$ cat src/rtl/pong_pkg.sv
// pong_pkg: shared FSM/direction types and default playfield geometry for the pong ball datapath.
package pong_pkg;

    typedef enum logic {SERVE = 1'b0, PLAY  = 1'b1} state_e;
    typedef enum logic {LEFT  = 1'b0, RIGHT = 1'b1} dirX_e;
    typedef enum logic {UP    = 1'b0, DOWN  = 1'b1} dirY_e;

    localparam int DEF_H_CNT_WID    = 10;
    localparam int DEF_V_CNT_WID    = 10;
    localparam int DEF_SCREEN_W     = 640;
    localparam int DEF_SCREEN_H     = 480;
    localparam int DEF_BALL_PIXSIZE = 8;
    localparam int DEF_PADDLE_H     = 64;
    localparam int DEF_PADDLE_LX    = 16;
    localparam int DEF_PADDLE_RX    = 624;
    localparam int DEF_SPEED        = 2;
    localparam int DEF_MAX_SPEED    = 6;
    localparam int DEF_SERVE_FRAMES = 60;

    function automatic int maxInt(input int a, input int b);
        return (a > b) ? a : b;
    endfunction

endpackage

$ cat src/rtl/paddle_hit_checker.sv
// paddle_hit_checker: combinational vertical-overlap test between the ball and one paddle.
module paddle_hit_checker
    import pong_pkg::*;
#(
    parameter int V_CNT_WID    = DEF_V_CNT_WID,
    parameter int BALL_PIXSIZE = DEF_BALL_PIXSIZE,
    parameter int PADDLE_H     = DEF_PADDLE_H
) (
    input  logic [V_CNT_WID-1:0] ballY,
    input  logic [V_CNT_WID-1:0] padY,
    output logic                 overlap
);

    localparam int VW = V_CNT_WID + 1;
    localparam logic [VW-1:0] BALL_SZ = VW'(BALL_PIXSIZE);
    localparam logic [VW-1:0] PAD_SZ  = VW'(PADDLE_H);

    logic [VW-1:0] ballBot;
    logic [VW-1:0] padBot;

    // One extra bit so paddles near the bottom edge cannot wrap past zero.
    assign ballBot = {1'b0, ballY} + BALL_SZ;
    assign padBot  = {1'b0, padY} + PAD_SZ;
    assign overlap = (ballBot > {1'b0, padY}) && ({1'b0, ballY} < padBot);

endmodule

$ cat src/rtl/ball_motion_ctrl.sv
// ball_motion_ctrl: pong ball FSM (SERVE/PLAY) with wall/paddle bounces and point pulses.
// Optional macro BALL_SPEEDUP_EN: each paddle hit adds 1 to speed (capped), SERVE restores it.
module ball_motion_ctrl
    import pong_pkg::*;
#(
    parameter int H_CNT_WID    = DEF_H_CNT_WID,
    parameter int V_CNT_WID    = DEF_V_CNT_WID,
    parameter int SCREEN_W     = DEF_SCREEN_W,
    parameter int SCREEN_H     = DEF_SCREEN_H,
    parameter int BALL_PIXSIZE = DEF_BALL_PIXSIZE,
    parameter int PADDLE_H     = DEF_PADDLE_H,
    parameter int PADDLE_LX    = DEF_PADDLE_LX,
    parameter int PADDLE_RX    = DEF_PADDLE_RX,
    parameter int SPEED        = DEF_SPEED,
    parameter int MAX_SPEED    = DEF_MAX_SPEED,
    parameter int SERVE_FRAMES = DEF_SERVE_FRAMES
) (
    input  logic                 clk,
    input  logic                 rst,
    input  logic                 frameTick,
    input  logic                 pause,
    input  logic [V_CNT_WID-1:0] leftPaddleY,
    input  logic [V_CNT_WID-1:0] rightPaddleY,
    output logic [H_CNT_WID-1:0] ballX,
    output logic [V_CNT_WID-1:0] ballY,
    output logic                 scoreLeft,
    output logic                 scoreRight,
    output logic                 ballActive
);

    localparam int HW    = H_CNT_WID + 1;
    localparam int VW    = V_CNT_WID + 1;
    localparam int SPD_W = $clog2(maxInt(SPEED, MAX_SPEED) + 1);
    localparam int CNT_W = $clog2(SERVE_FRAMES + 1);

    localparam logic [HW-1:0]    X_CTR    = HW'((SCREEN_W - BALL_PIXSIZE) / 2);
    localparam logic [VW-1:0]    Y_CTR    = VW'((SCREEN_H - BALL_PIXSIZE) / 2);
    localparam logic [VW-1:0]    Y_MAX    = VW'(SCREEN_H - BALL_PIXSIZE);
    localparam logic [HW-1:0]    X_LHIT   = HW'(PADDLE_LX);
    localparam logic [HW-1:0]    X_RHIT   = HW'(PADDLE_RX - BALL_PIXSIZE);
    localparam logic [HW-1:0]    X_RLIM   = HW'(PADDLE_RX);
    localparam logic [HW-1:0]    X_SIZE   = HW'(BALL_PIXSIZE);
    localparam logic [CNT_W-1:0] CNT_LAST = CNT_W'(SERVE_FRAMES - 1);

    state_e           state;
    dirX_e            dirX, dirXNext;
    dirY_e            dirY, dirYNext;
    logic [CNT_W-1:0] frameCnt;
    logic [SPD_W-1:0] speed;
    logic [HW-1:0]    xCur, xNext, spdX;
    logic [VW-1:0]    yCur, yNext, spdY;
    logic             overlapLeft, overlapRight;
    logic             paddleHit, missLeft, missRight, tickOk;

    assign tickOk     = frameTick && !pause;
    assign ballActive = (state == PLAY);
    assign xCur       = {1'b0, ballX};
    assign yCur       = {1'b0, ballY};
    assign spdX       = HW'(speed);
    assign spdY       = VW'(speed);

    paddle_hit_checker #(
        .V_CNT_WID(V_CNT_WID), .BALL_PIXSIZE(BALL_PIXSIZE), .PADDLE_H(PADDLE_H)
    ) uLeftHit (
        .ballY(ballY), .padY(leftPaddleY), .overlap(overlapLeft)
    );

    paddle_hit_checker #(
        .V_CNT_WID(V_CNT_WID), .BALL_PIXSIZE(BALL_PIXSIZE), .PADDLE_H(PADDLE_H)
    ) uRightHit (
        .ballY(ballY), .padY(rightPaddleY), .overlap(overlapRight)
    );

    always_comb begin
        xNext     = xCur;
        yNext     = yCur;
        dirXNext  = dirX;
        dirYNext  = dirY;
        paddleHit = 1'b0;
        missLeft  = 1'b0;
        missRight = 1'b0;

        if (dirX == LEFT) begin
            if (xCur < X_LHIT + spdX) begin
                if (overlapLeft) begin
                    xNext     = X_LHIT;
                    dirXNext  = RIGHT;
                    paddleHit = 1'b1;
                end else begin
                    missLeft  = 1'b1;
                end
            end else begin
                xNext = xCur - spdX;
            end
        end else begin
            if (xCur + X_SIZE + spdX > X_RLIM) begin
                if (overlapRight) begin
                    xNext     = X_RHIT;
                    dirXNext  = LEFT;
                    paddleHit = 1'b1;
                end else begin
                    missRight = 1'b1;
                end
            end else begin
                xNext = xCur + spdX;
            end
        end

        if (dirY == UP) begin
            if (yCur < spdY) begin
                yNext    = '0;
                dirYNext = DOWN;
            end else begin
                yNext = yCur - spdY;
            end
        end else if (yCur + spdY >= Y_MAX) begin
            yNext    = Y_MAX;
            dirYNext = UP;
        end else begin
            yNext = yCur + spdY;
        end
    end

    always_ff @(posedge clk) begin
        if (rst) begin
            state      <= SERVE;
            frameCnt   <= '0;
            ballX      <= X_CTR[H_CNT_WID-1:0];
            ballY      <= Y_CTR[V_CNT_WID-1:0];
            dirX       <= RIGHT;
            dirY       <= DOWN;
            scoreLeft  <= 1'b0;
            scoreRight <= 1'b0;
        end else begin
            scoreLeft  <= 1'b0;
            scoreRight <= 1'b0;
            if (tickOk) begin
                if (state == SERVE) begin
                    if (frameCnt == CNT_LAST) begin
                        frameCnt <= '0;
                        state    <= PLAY;
                    end else begin
                        frameCnt <= frameCnt + 1'b1;
                    end
                end else if (missLeft || missRight) begin
                    // A point wins over the vertical step; dirY survives into the next serve.
                    state      <= SERVE;
                    ballX      <= X_CTR[H_CNT_WID-1:0];
                    ballY      <= Y_CTR[V_CNT_WID-1:0];
                    dirX       <= missLeft ? LEFT : RIGHT;
                    scoreRight <= missLeft;
                    scoreLeft  <= missRight;
                end else begin
                    ballX <= xNext[HW-1] ? '1 : xNext[H_CNT_WID-1:0];
                    ballY <= yNext[VW-1] ? '1 : yNext[V_CNT_WID-1:0];
                    dirX  <= dirXNext;
                    dirY  <= dirYNext;
                end
            end
        end
    end

`ifdef BALL_SPEEDUP_EN
    always_ff @(posedge clk) begin
        if (rst) begin
            speed <= SPD_W'(SPEED);
        end else if (tickOk && state == PLAY) begin
            if (missLeft || missRight)
                speed <= SPD_W'(SPEED);
            else if (paddleHit && speed < SPD_W'(MAX_SPEED))
                speed <= speed + 1'b1;
        end
    end
`else
    assign speed = SPD_W'(SPEED);
`endif

endmodule

$ cat config.mk
export PLATFORM = sky130hd
export DESIGN_NAME = ball_motion_ctrl
export DESIGN_NICKNAME = d
export VERILOG_FILES = /design/src/rtl/pong_pkg.sv /design/src/rtl/paddle_hit_checker.sv /design/src/rtl/ball_motion_ctrl.sv
export SDC_FILE = /design/constraint.sdc
export NUM_CORES = 1
export LEC_CHECK = 0
export BUFFER_PORTS_ARGS = -buffer_cell sky130_fd_sc_hd__buf_2
export CELL_PAD_IN_SITES_DETAIL_PLACEMENT = 0
export CELL_PAD_IN_SITES_GLOBAL_PLACEMENT = 1
export CORE_MARGIN = 2
export CORE_UTILIZATION = 44
export CTS_BUF_LIST = sky130_fd_sc_hd__clkbuf_2
export DETAILED_ROUTE_END_ITERATION = 10
export PLACE_DENSITY = 0.79
export SLEW_MARGIN = 10
export SYNTH_ARGS = -nofsm -noshare
export SYNTH_HDL_FRONTEND = slang
export SYNTH_SLANG_ARGS = --single-unit
$ cat constraint.sdc
create_clock -name clk -period 4.2 [get_ports clk]
set_input_delay 0.42 -clock clk [delete_from_list [all_inputs] [get_ports clk]]
set_output_delay 0.42 -clock clk [all_outputs]
set_load 0.05 [all_outputs]
=== Word level (Yosys, flattened, before mapping) ===
Cells that the tools add are included.
Widths: inputs -> output; s select.

* Bitwise operators: 3
* Mux-type cells: 31
* Multipliers: 0
* $lt $le $gt $ge: 8
* Shift-type cells: 0
* Div/mod/pow operators: 0
* $add $sub $neg: 10
* Eq/ne operators: 3
* Reduce and logical (&&, ||, !) cells: 10

{| class="wikitable"
|+ Operator list
! operator !! number
|-
| $mux 11 || 6
|-
| $mux 10 || 6
|-
| $add 10x2->11 const B || 2
|-
| $add 10x4->11 const B || 2
|-
| $add 10x7->11 const B || 2
|-
| $gt 11x10->1 || 2
|-
| $lt 10x11->1 || 2
|-
| $sub 10x2->11 const B || 2
|-
| $mux 1 || 18
|-
| $add 11x2->11 const B || 1
|-
| $ge 11x9->1 const B || 1
|-
| $gt 11x10->1 const B || 1
|-
| $lt 10x2->1 const B || 1
|-
| $lt 10x5->1 const B || 1
|-
| $ne 5x4->1 const B || 2
|-
| $add 6x1->6 const B || 1
|-
| $eq 6x6->1 const B || 1
|-
| $mux 6 || 1
|-
| $reduce_and 2->1 || 2
|-
| $reduce_and 4->1 || 1
|-
| $reduce_or 4->1 || 1
|-
| $logic_and 1x1->1 || 3
|-
| $not 1->1 || 3
|-
| $reduce_and 3->1 || 1
|-
| other kinds (2) || 2
|}

* Memories: 0
* Register bits: 31
* Bits in writable memories: 0
* Bits in latches: 0
* Memory bits (read-only): 0
* Logic and storage cells: 73

=== Longest topological paths before layout ===
Gate-level depths: netlist of run 1.

* Depth in word-level cells: 9
* Gate-level depth with buffers: 12

=== By module ===
Synthesis of run 1 repeated with hierarchy kept, for this count alone.

* Cells, all modules: 456
* Area total of the unflattened synthesis: 3405.8 um^2

{| class="wikitable"
|+ Modules (own cells, without submodules)
! module !! area each (um^2) !! cells each !! sequential area each (um^2) !! instances
|-
| ball_motion_ctrl || 2274.7 || 306 || 620.6 || 1
|-
| paddle_hit_checker || 565.5 || 75 || 0.0 || 2
|}

=== Least setup slack after synthesis of run 1 ===
Ideal clock, no wire load.

* Path kind: reg2reg
* Start point: reg ballY[6]
* End point: reg ballY[3]
* Cell stages (with the launch flop): 13
* Data required time: 4.070 ns
* Arrival time: 3.307 ns
* Setup slack: 0.763 ns
* Library setup time: 0.130 ns
* Path through: dfxtp_1 -> buf_1 -> nand3_1 -> nor3_1 -> xor2_1 -> ha_1 -> nand3_1 -> a211oi_1 -> a2111oi_2 -> a2111oi_4 -> o221ai_2 -> nor4b_1 -> a21oi_1

* Cells in the longest elaborated chain, start to end: 8
* Elaborated cells on any way between the ends: 23

{| class="wikitable"
|+ RTL lines
! item !! line !! text
|-
| start, declared || ball_motion_ctrl.sv:25 || <nowiki>output logic [V_CNT_WID-1:0] ballY,</nowiki>
|-
| start signal, assigned || ball_motion_ctrl.sv:129 || <nowiki>ballY <= Y_CTR[V_CNT_WID-1:0];</nowiki>
|-
| start signal, assigned || ball_motion_ctrl.sv:149 || <nowiki>ballY <= Y_CTR[V_CNT_WID-1:0];</nowiki>
|-
| start signal, assigned || ball_motion_ctrl.sv:155 || <nowiki>ballY <= yNext[VW-1] ? '1 : yNext[V_CNT_WID-1:0];</nowiki>
|-
| $add 10x4->11 || paddle_hit_checker.sv:22 || <nowiki>assign ballBot = {1'b0, ballY} + BALL_SZ;</nowiki>
|-
| $gt 11x10->1 || paddle_hit_checker.sv:24 || <nowiki>assign overlap = (ballBot > {1'b0, padY}) && ({1'b0, ballY} < padBot);</nowiki>
|-
| $logic_and 1x1->1 || paddle_hit_checker.sv:24 ||
|-
| $mux 1 (on tied branches) || ball_motion_ctrl.sv:85, ball_motion_ctrl.sv:97 ||
|-
| $mux 1 (on tied branches) || ball_motion_ctrl.sv:84, ball_motion_ctrl.sv:96 ||
|-
| $mux 1 || ball_motion_ctrl.sv:83 || <nowiki>if (dirX == LEFT) begin</nowiki>
|-
| $logic_or 1x1->1 || ball_motion_ctrl.sv:145 || <nowiki>end else if (missLeft || missRight) begin</nowiki>
|-
| $mux 10 * || ball_motion_ctrl.sv:145 ||
|}

Every way passes the cells marked *; elsewhere a longest branch is shown, timed or not.
A chain may end at the register's enable or synchronous reset.

=== Worst setup path in the final report of run 1 ===
* Start point: reg ballY[3]
* End point: reg ballY[3]

The elaborated chain is that of the path after synthesis.

==> results of run 1 <==
-- cells in the mapped netlist (3+ instances only) --
cell      number  area [sq um]
a211oi_1      10         75.07
a21o_1         6         45.04
a21oi_1       33         165.2
a221oi_1       3         26.28
a22o_1         6         52.55
a22oi_1        4         30.03
and3_1         8         50.05
buf_2          5         25.02
clkbuf_1      14         52.55
dfxtp_1       31         620.6
ha_1          43         538.0
inv_1         37         138.9
nand2_1       30         112.6
nand2b_1       8         50.05
nand3_1       20         100.1
nand3b_1       5         37.54
nand4_1        8         50.05
nor2_1        37         138.9
nor3_1        10         50.05
nor4_1         5         31.28
o21a_1         3         22.52
o21ai_0       18         90.09
o21bai_1       3         22.52
o221a_2        3         33.78
o22ai_1        3         18.77
or2_2          4         25.02
or3_1          3         18.77
xnor2_1       13         113.9
xor2_1        10         87.58
-- worst register-to-register path: stages, from the launching register on --
cell	delay, ns
dfxtp_1	0.64
ha_1	0.45
nand3_1	0.15
xnor2_1	0.18
ha_1	0.31
nand3_1	0.09
a211oi_1	0.29
a2111oi_2	0.11
a2111oi_4	0.56
o221ai_2	0.34
nor4b_1	0.40
a21oi_1	0.07
-- placed cells by master, fill, tap and decap left out, types with 13 or more instances in the layout --
cell type,count
inv_1,37
xnor2_1,13
dfxtp_1,31
nand3_1,20
buf_2,46
nand2_1,30
ha_1,43
nor2_1,37
o21ai_0,18
a21oi_1,33
-- area by class of cell --
| cell class | count | area [sq um] | area share [%] |
|---|---|---|---|
| repair buffers | 50 | 260.3 | 7.148 |
| inverters | 37 | 138.9 | 3.814 |
| multi-input cells | 341 | 2434 | 66.84 |
| clock inverters | 3 | 38.79 | 1.065 |
| clock buffers | 5 | 25.02 | 0.6873 |
| well taps | 99 | 123.9 | 3.402 |
| flip-flops and latches | 31 | 620.6 | 17.04 |
-- worst min-delay path by stage --
stage               slack (ns)                      from                  endpoint  depth (start not counted)
floorplan                 0.48  frameCnt[4]$_SDFFE_PP0P_  frameCnt[4]$_SDFFE_PP0P_                          2
global placement          0.46     ballX[0]$_SDFFE_PP0P_     ballX[0]$_SDFFE_PP0P_                          2
detailed placement        0.47     ballX[0]$_SDFFE_PP0P_     ballX[0]$_SDFFE_PP0P_                          2
CTS                       0.31                       rst     ballY[8]$_SDFFE_PP0P_                          2
global route              0.33                       rst     ballY[8]$_SDFFE_PP0P_                          2
finish                    0.33                       rst     ballY[8]$_SDFFE_PP0P_                          2
-- metrics by stage --
step                std cells  power (mW)  setup WS [ns]  instance area (sq um)  hold slack, ns
finish                    566      0.5943         0.4963                   3641          0.3311
global route              566      0.6224         0.2102                   3641          0.3298
CTS                       566      0.6001         0.5467                   3641          0.3118
detailed placement        558      0.3930         0.5768                   3577          0.4681
global placement          558      0.3911         0.7874                   3577          0.4618
floorplan                 431      0.3631         0.7628                   3291          0.4794
-- state kept, by name, summed over array words and instances (netlist names) --
register / count
dirY: 1
ballY: 10
dirX: 1
ballX: 10
ballActive: 1
frameCnt: 6
scoreLeft: 1
scoreRight: 1
-- cell families after synthesis --
kind of cell    after synthesis  share of synthesized area [%]
buf+inv                      59                          7.186
simple gates                154                          24.37
xor+xnor                     23                          6.122
compound gates              119                          26.50
mux                           2                         0.6084
flops                        31                          18.86
fa+ha+maj                    43                          16.35
-- power by group --
part / internal (mW) / switching (mW)
Combinational: 0.0398 / 0.0499
Clock: 0.0979 / 0.110
Sequential: 0.296 / 0.00109
Total: 0.433 / 0.161
-- metal layers --
layer,part of all wire [%],wire length (um)
met3,4.5,401
met2,46,4117
met1,47,4239
met4,2.3,205
met5,0,0
==> impl_metrics.toml, run 1 <==
[global_routing]
grt_usage_pct = 21.71
grt_pass1_vias = 3004
gr-total-overflow = 0
grt_pass1_wl_mm = 14.82
met1_usage_pct = 29.31
grt_most_used_layer = "met2"
grt_max_degree = 17
met3_usage_pct = 2.755
antenna_found_initial = 0
use_met2_pct = 35.95

[yosys]
synthCells = 431
syn-cell-area_sq_um = 3291
syn_nets = 498
synth.distinct_cells = 66
avgSynthCellArea_sq_um = 7.635
async_reset_ff_share_pct = 0
yosysWarnings = 0
synth_seq_cells = 31
ys.flop_type = "dfxtp_1"
yosysSeqAreaShare_pct = 18.86
synth_edf_count = 0

[detailed_routing]
wl_per_cell_um = 15.84
drc_errors = 0
first_iter_violations = 269
dr.pass1.iters = 5
wirelength_mm = 8.965
ant_nets = 0
dr_total_vias = 3293
avgViaCountPerCell = 5.818

[clock_network]
clock_sink_count = 31
cts_tree = "yes"
cts_setup_buffers = 0
cts_resized = 0
clock_latency_ns = 0.38
cts_made_buffers = 5
htreeDepth = 2
clock_path_buffers = 2
cts_hold_buf = 0
clk_pin_slew_ns = 0.18
root_buffer = "clkbuf_2"

[floorplan]
dieWidth_um = 90.48
die_area_sq_um = 8187
initial_core_util_pct = 45.37
fp.dieH_um = 90.48
rows = 31
coreArea_sq_um = 7253
num_io_pins = 47

[setup_path]
worst_r2r_path_depth = 11
crit_family = "compound AO/OA/AOI/OAI gates"
cp_max_fo = 13
worstPathCellList = "ha_1 -> nand3_1 -> xnor2_1 -> ha_1 -> nand3_1 -> a211oi_1 -> a2111oi_2 -> a2111oi_4 -> o221ai_2 -> nor4b_1 -> a21oi_1"
timing.rr.start = "ballY[3]$_SDFFE_PP1P_"
cp_data_arrival_time_ns = 3.96
critPathCaptureType = "register"
endpoint = "ballY[3]$_SDFFE_PP1P_"
worstPathRequired_ns = 4.46
reg2reg_slack_ns = 0.50
crit_type = "reg2reg"
startpoint = "ballY[3]$_SDFFE_PP1P_"
path_depth = 11
crit_slowest_cell = "dfxtp_1"
r2r_end = "ballY[3]$_SDFFE_PP1P_"
critPathLaunchType = "register"
cp.buffers_inverters = 0
max_stage_delay_ns = 0.64

[sta]
finalMaxSlewViolations = 0
post-route-period-util_pct = 88.18
fin_tns_setup_ns = 0
hold_viol = 0
fin_skew_ns = 0.02214
setup_violations = 0
rsz0062_at_grt = "false"
tightest_slew_ns = 0.8697
clock.fmax_ghz = 0.2700
slew_headroom_pct = 41.49
fin_crit_ns = 3.704

[power]
peakVddDrop_uv = 143.0
p_leak_nw = 1.570
power.density_nw_per_um2 = 163.2

[final_layout]
area_growth_pct = 10.65
fin_util_pct = 50.20
n_fill_cell = 743
drive_gt1_share_pct = 16.27
num_antenna_cells = 0
nNetsFinal = 533

[place]
port_buffers = 46
gp_congestion = 0.8965
dpl.hpwl_mm = 6.899

[flow_run]
drv_cap = 0

[hold_path]
hp-class = "in2reg"

[status]
status = "finished clean"
No activity file was read; power rests on OpenSTA's default activity.
==> run 2, diff against run 1 <==
--- a/config.mk
+++ b/config.mk
@@ -5,14 +5,15 @@
 export SDC_FILE = /design/constraint.sdc
 export NUM_CORES = 1
 export LEC_CHECK = 0
+export ABC_AREA = 1
 export BUFFER_PORTS_ARGS = -buffer_cell sky130_fd_sc_hd__buf_2
 export CELL_PAD_IN_SITES_DETAIL_PLACEMENT = 0
 export CELL_PAD_IN_SITES_GLOBAL_PLACEMENT = 1
 export CORE_MARGIN = 2
-export CORE_UTILIZATION = 44
-export CTS_BUF_LIST = sky130_fd_sc_hd__clkbuf_2
+export CORE_UTILIZATION = 41
+export CTS_BUF_LIST = sky130_fd_sc_hd__clkbuf_4 sky130_fd_sc_hd__clkbuf_8 sky130_fd_sc_hd__clkbuf_16
 export DETAILED_ROUTE_END_ITERATION = 10
-export PLACE_DENSITY = 0.79
+export PLACE_DENSITY = 0.77
 export SLEW_MARGIN = 10
 export SYNTH_ARGS = -nofsm -noshare
 export SYNTH_HDL_FRONTEND = slang
==> impl_metrics.toml, run 2 <==
[yosys]
synth_compound_area_share_pct = 14.50
ys.flop_type = "dfxtp_1"
synth.top_cell.area_share_pct = 18.67
synth_edf_count = 0
synthCells = 529
synth-adder-area-share_pct = 16.19
syn_nets = 596
synth-xor-area-share_pct = 6.589
synth.area.top_cells = "dfxtp_1 (19%), ha_1 (16%), nand2_1 (14%)"
synth_seq_cells = 31
synth.distinct_cells = 37
yosysWarnings = 0
yosys.area_share.simple_pct = 33.28
synth_largest_area_cell = "dfxtp_1"
synthMuxAreaShare_pct = 0
avgSynthCellArea_sq_um = 6.282
syn-cell-area_sq_um = 3323
synth.most_common_cell = "nand2_1"
yosysSeqAreaShare_pct = 18.67
yosys-top-cells-count = "nand2_1 (120), inv_1 (68), nor2_1 (55)"
synth_top_family_by_area = "simple AND/OR/NAND/NOR gates"
async_reset_ff_share_pct = 0

[setup_path]
worstPathCellList = "ha_1 -> nand2_1 -> inv_1 -> nand3_1 -> or2_2 -> nand2_1 -> ha_1 -> inv_1 -> nor2_1 -> nand3_1 -> nor2_1 -> nor2_1 -> nor2_2 -> nor2_2 -> nand2_4 -> nand2_4 -> nor2_1 -> inv_1 -> o22ai_1 -> nand2_1"
cp_data_arrival_time_ns = 3.31
worstPathRequired_ns = 4.36
reg2reg_slack_ns = 1.05
max_stage_delay_ns = 0.57
cp.buffers_inverters = 3
crit_slowest_cell = "dfxtp_1"
r2r_end = "ballY[2]$_SDFFE_PP1P_"
critPathLaunchType = "register"
critPathCaptureType = "register"
crit_family = "simple AND/OR/NAND/NOR gates"
crit_type = "reg2reg"
timing.rr.start = "ballY[4]$_SDFFE_PP0P_"
cpMostUsedCell = "nor2_1"
startpoint = "ballY[4]$_SDFFE_PP0P_"
worst_r2r_path_depth = 20
cp_max_fo = 10

[final_layout]
nNetsFinal = 635
multi_input_area_sq_um = 2345
layout_commonest_cell = "nand2_1"
seqCellArea_sq_um = 620.6
area_growth_pct = 11.94
top_regs = "ballX: 10 flops, ballY: 10 flops, frameCnt: 6 flops"
n_fill_cell = 859
fin_util_pct = 47.64
drive_gt1_share_pct = 14.06
num_antenna_cells = 0
fin_cells = 671
final_cell_mix = "nand2_1 (120), inv_1 (68), nor2_1 (55)"

[detailed_routing]
dr_total_vias = 3404
first_iter_violations = 202
drc_errors = 0
dr.pass1.iters = 4
wl_per_cell_um = 13.20
wirelength_mm = 8.854
avgViaCountPerCell = 5.073
ant_nets = 0

[hold_path]
hold_depth = 1
hp-class = "reg2reg"
min-delay-start = "frameCnt[5]$_SDFFE_PP0P_"
min_to = "frameCnt[5]$_SDFFE_PP0P_"

[clock_network]
cts_made_buffers = 5
clock_latency_ns = 0.28
htreeDepth = 2
clock_path_buffers = 2
cts_resized = 0
clk_pin_slew_ns = 0.06
cts_hold_buf = 0
cts_setup_buffers = 0
clock_sink_count = 31
cts_tree = "yes"
root_buffer = "clkbuf_8"

[sta]
rsz0062_at_grt = "false"
fin_crit_ns = 3.154
fin_skew_ns = 0.008136
fin_tns_setup_ns = 0
holdWs_ns = 0.4612
post-route-period-util_pct = 75.09
setup_violations = 0
finalMaxSlewViolations = 0
tightest_slew_ns = 0.6105
slew_headroom_pct = 59.05
clock.fmax_ghz = 0.3171
hold_viol = 0

[global_routing]
grt_pass1_vias = 3252
grt_pass1_wl_mm = 15.12
gr-total-overflow = 0
grt_usage_pct = 21.28
antenna_found_initial = 0
grt_max_degree = 22

[floorplan]
num_io_pins = 47
initial_core_util_pct = 42.56
fp.dieH_um = 94.03
dieWidth_um = 94.03
coreArea_sq_um = 7807
rows = 32
die_area_sq_um = 8842

[power]
p_sw_share_pct = 24.76
switchingPower_mw = 0.1602
power.total_mw = 0.6469
clkPwrFrac_pct = 41.0
p_int_mw = 0.4868
seqPwrFrac_pct = 45.8
combPwrFrac_pct = 13.2
power.density_nw_per_um2 = 173.9
p_leak_nw = 1.830
peakVddDrop_uv = 154.4

[place]
gp_congestion = 0.8486
port_buffers = 46
dpl.hpwl_mm = 6.969
place_inst = 663

[flow_run]
drv_cap = 0

[status]
status = "finished clean"
run 2: changes by cell type after synthesis, sizes merged, moves of 12 or more:
| cell | previous run | this run |
|---|---|---|
| nand2 | 30 | 129 |
| nand3 | 20 | 38 |
| nor2 | 37 | 62 |
| xor2 | 10 | 22 |
| o21ai | 19 | 32 |
| inv | 37 | 73 |
run 2: kinds of logic after synthesis:
kind of cell,count (synthesis)
and+or+nand+nor,252
buffers and inverters,91
AOI/OAI and AO/OA,87
adders and majority gates,43
DFF,31
xor gates and xnor gates,25
run 2: worst max path at each step:
stage | end | slack, ns | cells after the start
final | ballY[2]$_SDFFE_PP1P_ | 1.05 | 20
after detailed placement | ballY[2]$_SDFFE_PP1P_ | 1.07 | 20
after global routing | ballY[2]$_SDFFE_PP1P_ | 0.65 | 20
after CTS | ballY[2]$_SDFFE_PP1P_ | 1.03 | 20
after global placement | ballY[5]$_SDFFE_PP1P_ | 1.15 | 20
after floorplan | ballX[9]$_SDFFE_PP0P_ | 1.14 | 21
run 2: power by group through the flow:
stage               logic [mW]  registers [mW]  clock network [mW]
detailed placement      0.0854           0.303                   0
floorplan               0.0564           0.303                   0
finish                  0.0853           0.296               0.265
global route             0.100           0.296               0.284
global placement        0.0838           0.303                   0
CTS                     0.0861           0.296               0.272
run 2: cell type report:
| type | instances | share of cell area, % |
|---|---|---|
| sequential | 31 | 16.68 |
| inverter | 76 | 7.669 |
| tap | 102 | 3.431 |
| clock buffer | 8 | 2.792 |
| multi-input combinational | 407 | 63.03 |
| timing repair buffer | 47 | 6.391 |
run 2: metrics by stage:
stage / area (sq um) / worst slack (ns)
after floorplan: 3323 / 1.137
final: 3720 / 1.046
after detailed placement: 3616 / 1.074
after CTS: 3720 / 1.034
after global routing: 3720 / 0.6531
after global placement: 3616 / 1.150
run 2: routing by layer:
layer | share of wire (%) | wire [um] | track usage, % | vias up
li1 | - | - | - | 1796
met1 | 51 | 4482 | 29.40 | 1546
met2 | 45 | 3982 | 34.82 | 58
met3 | 4.0 | 351 | 3.371 | 4
met4 | 0.43 | 38 | 4.710 | 0
met5 | 0 | 0 | 0 | -
run 2: worst register-to-register path: stages (launching register included):
cell and delay [ns]:
dfxtp_1 0.57, ha_1 0.25, nand2_1 0.07, inv_1 0.11, nand3_1 0.09, or2_2 0.29
nand2_1 0.12, ha_1 0.18, inv_1 0.05, nor2_1 0.18, nand3_1 0.10, nor2_1 0.11
nor2_1 0.07, nor2_2 0.13, nor2_2 0.06, nand2_4 0.09, nand2_4 0.09, nor2_1 0.21
inv_1 0.09, o22ai_1 0.13, nand2_1 0.06
==> run 3, diff against run 2 <==
==> constraint.sdc (replaced) <==
create_clock -name clk -period 3 [get_ports clk]
set_input_delay 0.3 -clock clk [delete_from_list [all_inputs] [get_ports clk]]
set_output_delay 0.3 -clock clk [all_outputs]
set_load 0.05 [all_outputs]
==> impl_metrics.toml, run 3 (synthesis gave the netlist of run 2 again) <==
[status]
status = "finished clean"

[clock_network]
clk_pin_slew_ns = 0.07
htreeDepth = 2
clock_latency_ns = 0.28
root_buffer = "clkbuf_8"
cts_tree = "yes"
cts_hold_buf = 0
clock_sink_count = 31
cts_made_buffers = 5
clock_path_buffers = 2

[sta]
clock.fmax_ghz = 0.3634
holdWs_ns = 0.4045
slew_headroom_pct = 62.08
tightest_slew_ns = 0.5652
fin_tns_setup_ns = 0
finalMaxSlewViolations = 0
fin_crit_ns = 2.752
setup_violations = 0
hold_viol = 0
rsz0062_at_grt = "false"
fin_skew_ns = 0.005311
post-route-period-util_pct = 91.72

[place]
dpl.hpwl_mm = 7.138
dpl-instance-area_sq_um = 3671
port_buffers = 46
gp_congestion = 0.8597
place_inst = 670

[global_routing]
grt_pass1_wl_mm = 14.73
gr-total-overflow = 0
antenna_found_initial = 0
grt_pass1_vias = 3101
grt_max_degree = 22
grt_usage_pct = 20.79

[setup_path]
cp.buffers_inverters = 1
path_depth = 18
critPathLaunchType = "register"
worstPathRequired_ns = 3.17
worst_r2r_path_depth = 18
crit_slowest_cell = "dfxtp_1"
critPathCaptureType = "register"
cp_max_fo = 9
max_stage_delay_ns = 0.45
cpMostUsedCell = "nor2_2"
crit_family = "simple AND/OR/NAND/NOR gates"
worstPathCellList = "nand3_1 -> xor2_1 -> ha_1 -> nand2_1 -> nor2_1 -> nand3_1 -> nor2_1 -> nor2_2 -> nand2_1 -> nor2_2 -> nor2_2 -> nand2_4 -> nand2_8 -> nor2_4 -> inv_2 -> nor2_2 -> a21oi_1 -> nor2_1"
crit_type = "reg2reg"
cp_data_arrival_time_ns = 2.92

[final_layout]
design_area_sq_um = 3845
seqCellArea_sq_um = 628.1
multi_input_area_sq_um = 2374
fin_util_pct = 49.25
n_fill_cell = 832
top_regs = "ballX: 10 flops, ballY: 10 flops, frameCnt: 6 flops"
fin_cells = 681
num_antenna_cells = 0
final_cell_mix = "nand2_1 (119), inv_1 (67), nor2_1 (53)"
area_growth_pct = 15.70
drive_gt1_share_pct = 16.75
nNetsFinal = 645
layout_commonest_cell = "nand2_1"

[power]
peakVddDrop_uv = 189.7
seqPwrFrac_pct = 42.8
switchingPower_mw = 0.2350
p_sw_share_pct = 24.34
power.density_nw_per_um2 = 251.0
p_leak_nw = 1.883
clkPwrFrac_pct = 44.7
p_int_mw = 0.7302
combPwrFrac_pct = 12.5

[floorplan]
dieWidth_um = 94.03
coreArea_sq_um = 7807
initial_core_util_pct = 42.56
fp.dieH_um = 94.03
die_area_sq_um = 8842
num_io_pins = 47
rows = 32

[detailed_routing]
avgViaCountPerCell = 5.084
dr.pass1.iters = 4
m1WireLength_mm = 4.466
dr_total_vias = 3462
first_iter_violations = 132
wirelength_mm = 8.926
wl_met2_mm = 3.970
drc_errors = 0
wl_met3_um = 394
highest_layer = "met4"
ant_nets = 0
wl_per_cell_um = 13.11

[hold_path]
hp-class = "in2reg"
hold_depth = 2

[flow_run]
drv_cap = 0
run 3: metal layers:
layer | vias up | global-route usage (%)
met5 | - | 0
met4 | 0 | 4.106
met3 | 11 | 2.568
met2 | 68 | 34.05
met1 | 1565 | 29.34
li1 | 1818 | -
run 3: timing repair:
action	CTS	global route
resized for setup	0	8
buffers inserted	0	3
setup endpoints to repair	0	18
run 3: stage by stage:
step	total power [mW]	setup slack [ns]
after global routing	1.016	0.01648
after CTS	0.9783	0.1008
final	0.9651	0.2485
after detailed placement	0.5440	0.1174
after floorplan	0.5030	0.08435
after global placement	0.5402	0.1947
run 3: power groups by stage:
stage / Combinational [mW] / Clock (mW) / Sequential, mW
finish: 0.120 / 0.432 / 0.413
detailed placement: 0.120 / 0 / 0.424
global placement: 0.116 / 0 / 0.424
floorplan: 0.0790 / 0 / 0.424
CTS: 0.121 / 0.443 / 0.415
global route: 0.141 / 0.462 / 0.413
run 3: area by class of cell:
cell class	instances	share of cell area [%]
clock buffers	6	2.148
clock inverters	2	0.9112
inverters	76	7.419
multi-input cells	407	61.73
flip-flops and latches	31	16.34
well taps	102	3.319
repair buffers	57	8.135
run 3: final timing paths:
check | from | endpoint | slack (ns)
setup / recovery | ballY[5]$_SDFFE_PP1P_ | ballX[9]$_SDFFE_PP0P_ | 0.25
hold / removal | rst | ballX[9]$_SDFFE_PP0P_ | 0.40
setup reg to reg | ballY[5]$_SDFFE_PP1P_ | ballX[9]$_SDFFE_PP0P_ | 0.25
hold reg to reg | frameCnt[5]$_SDFFE_PP0P_ | frameCnt[5]$_SDFFE_PP0P_ | 0.46
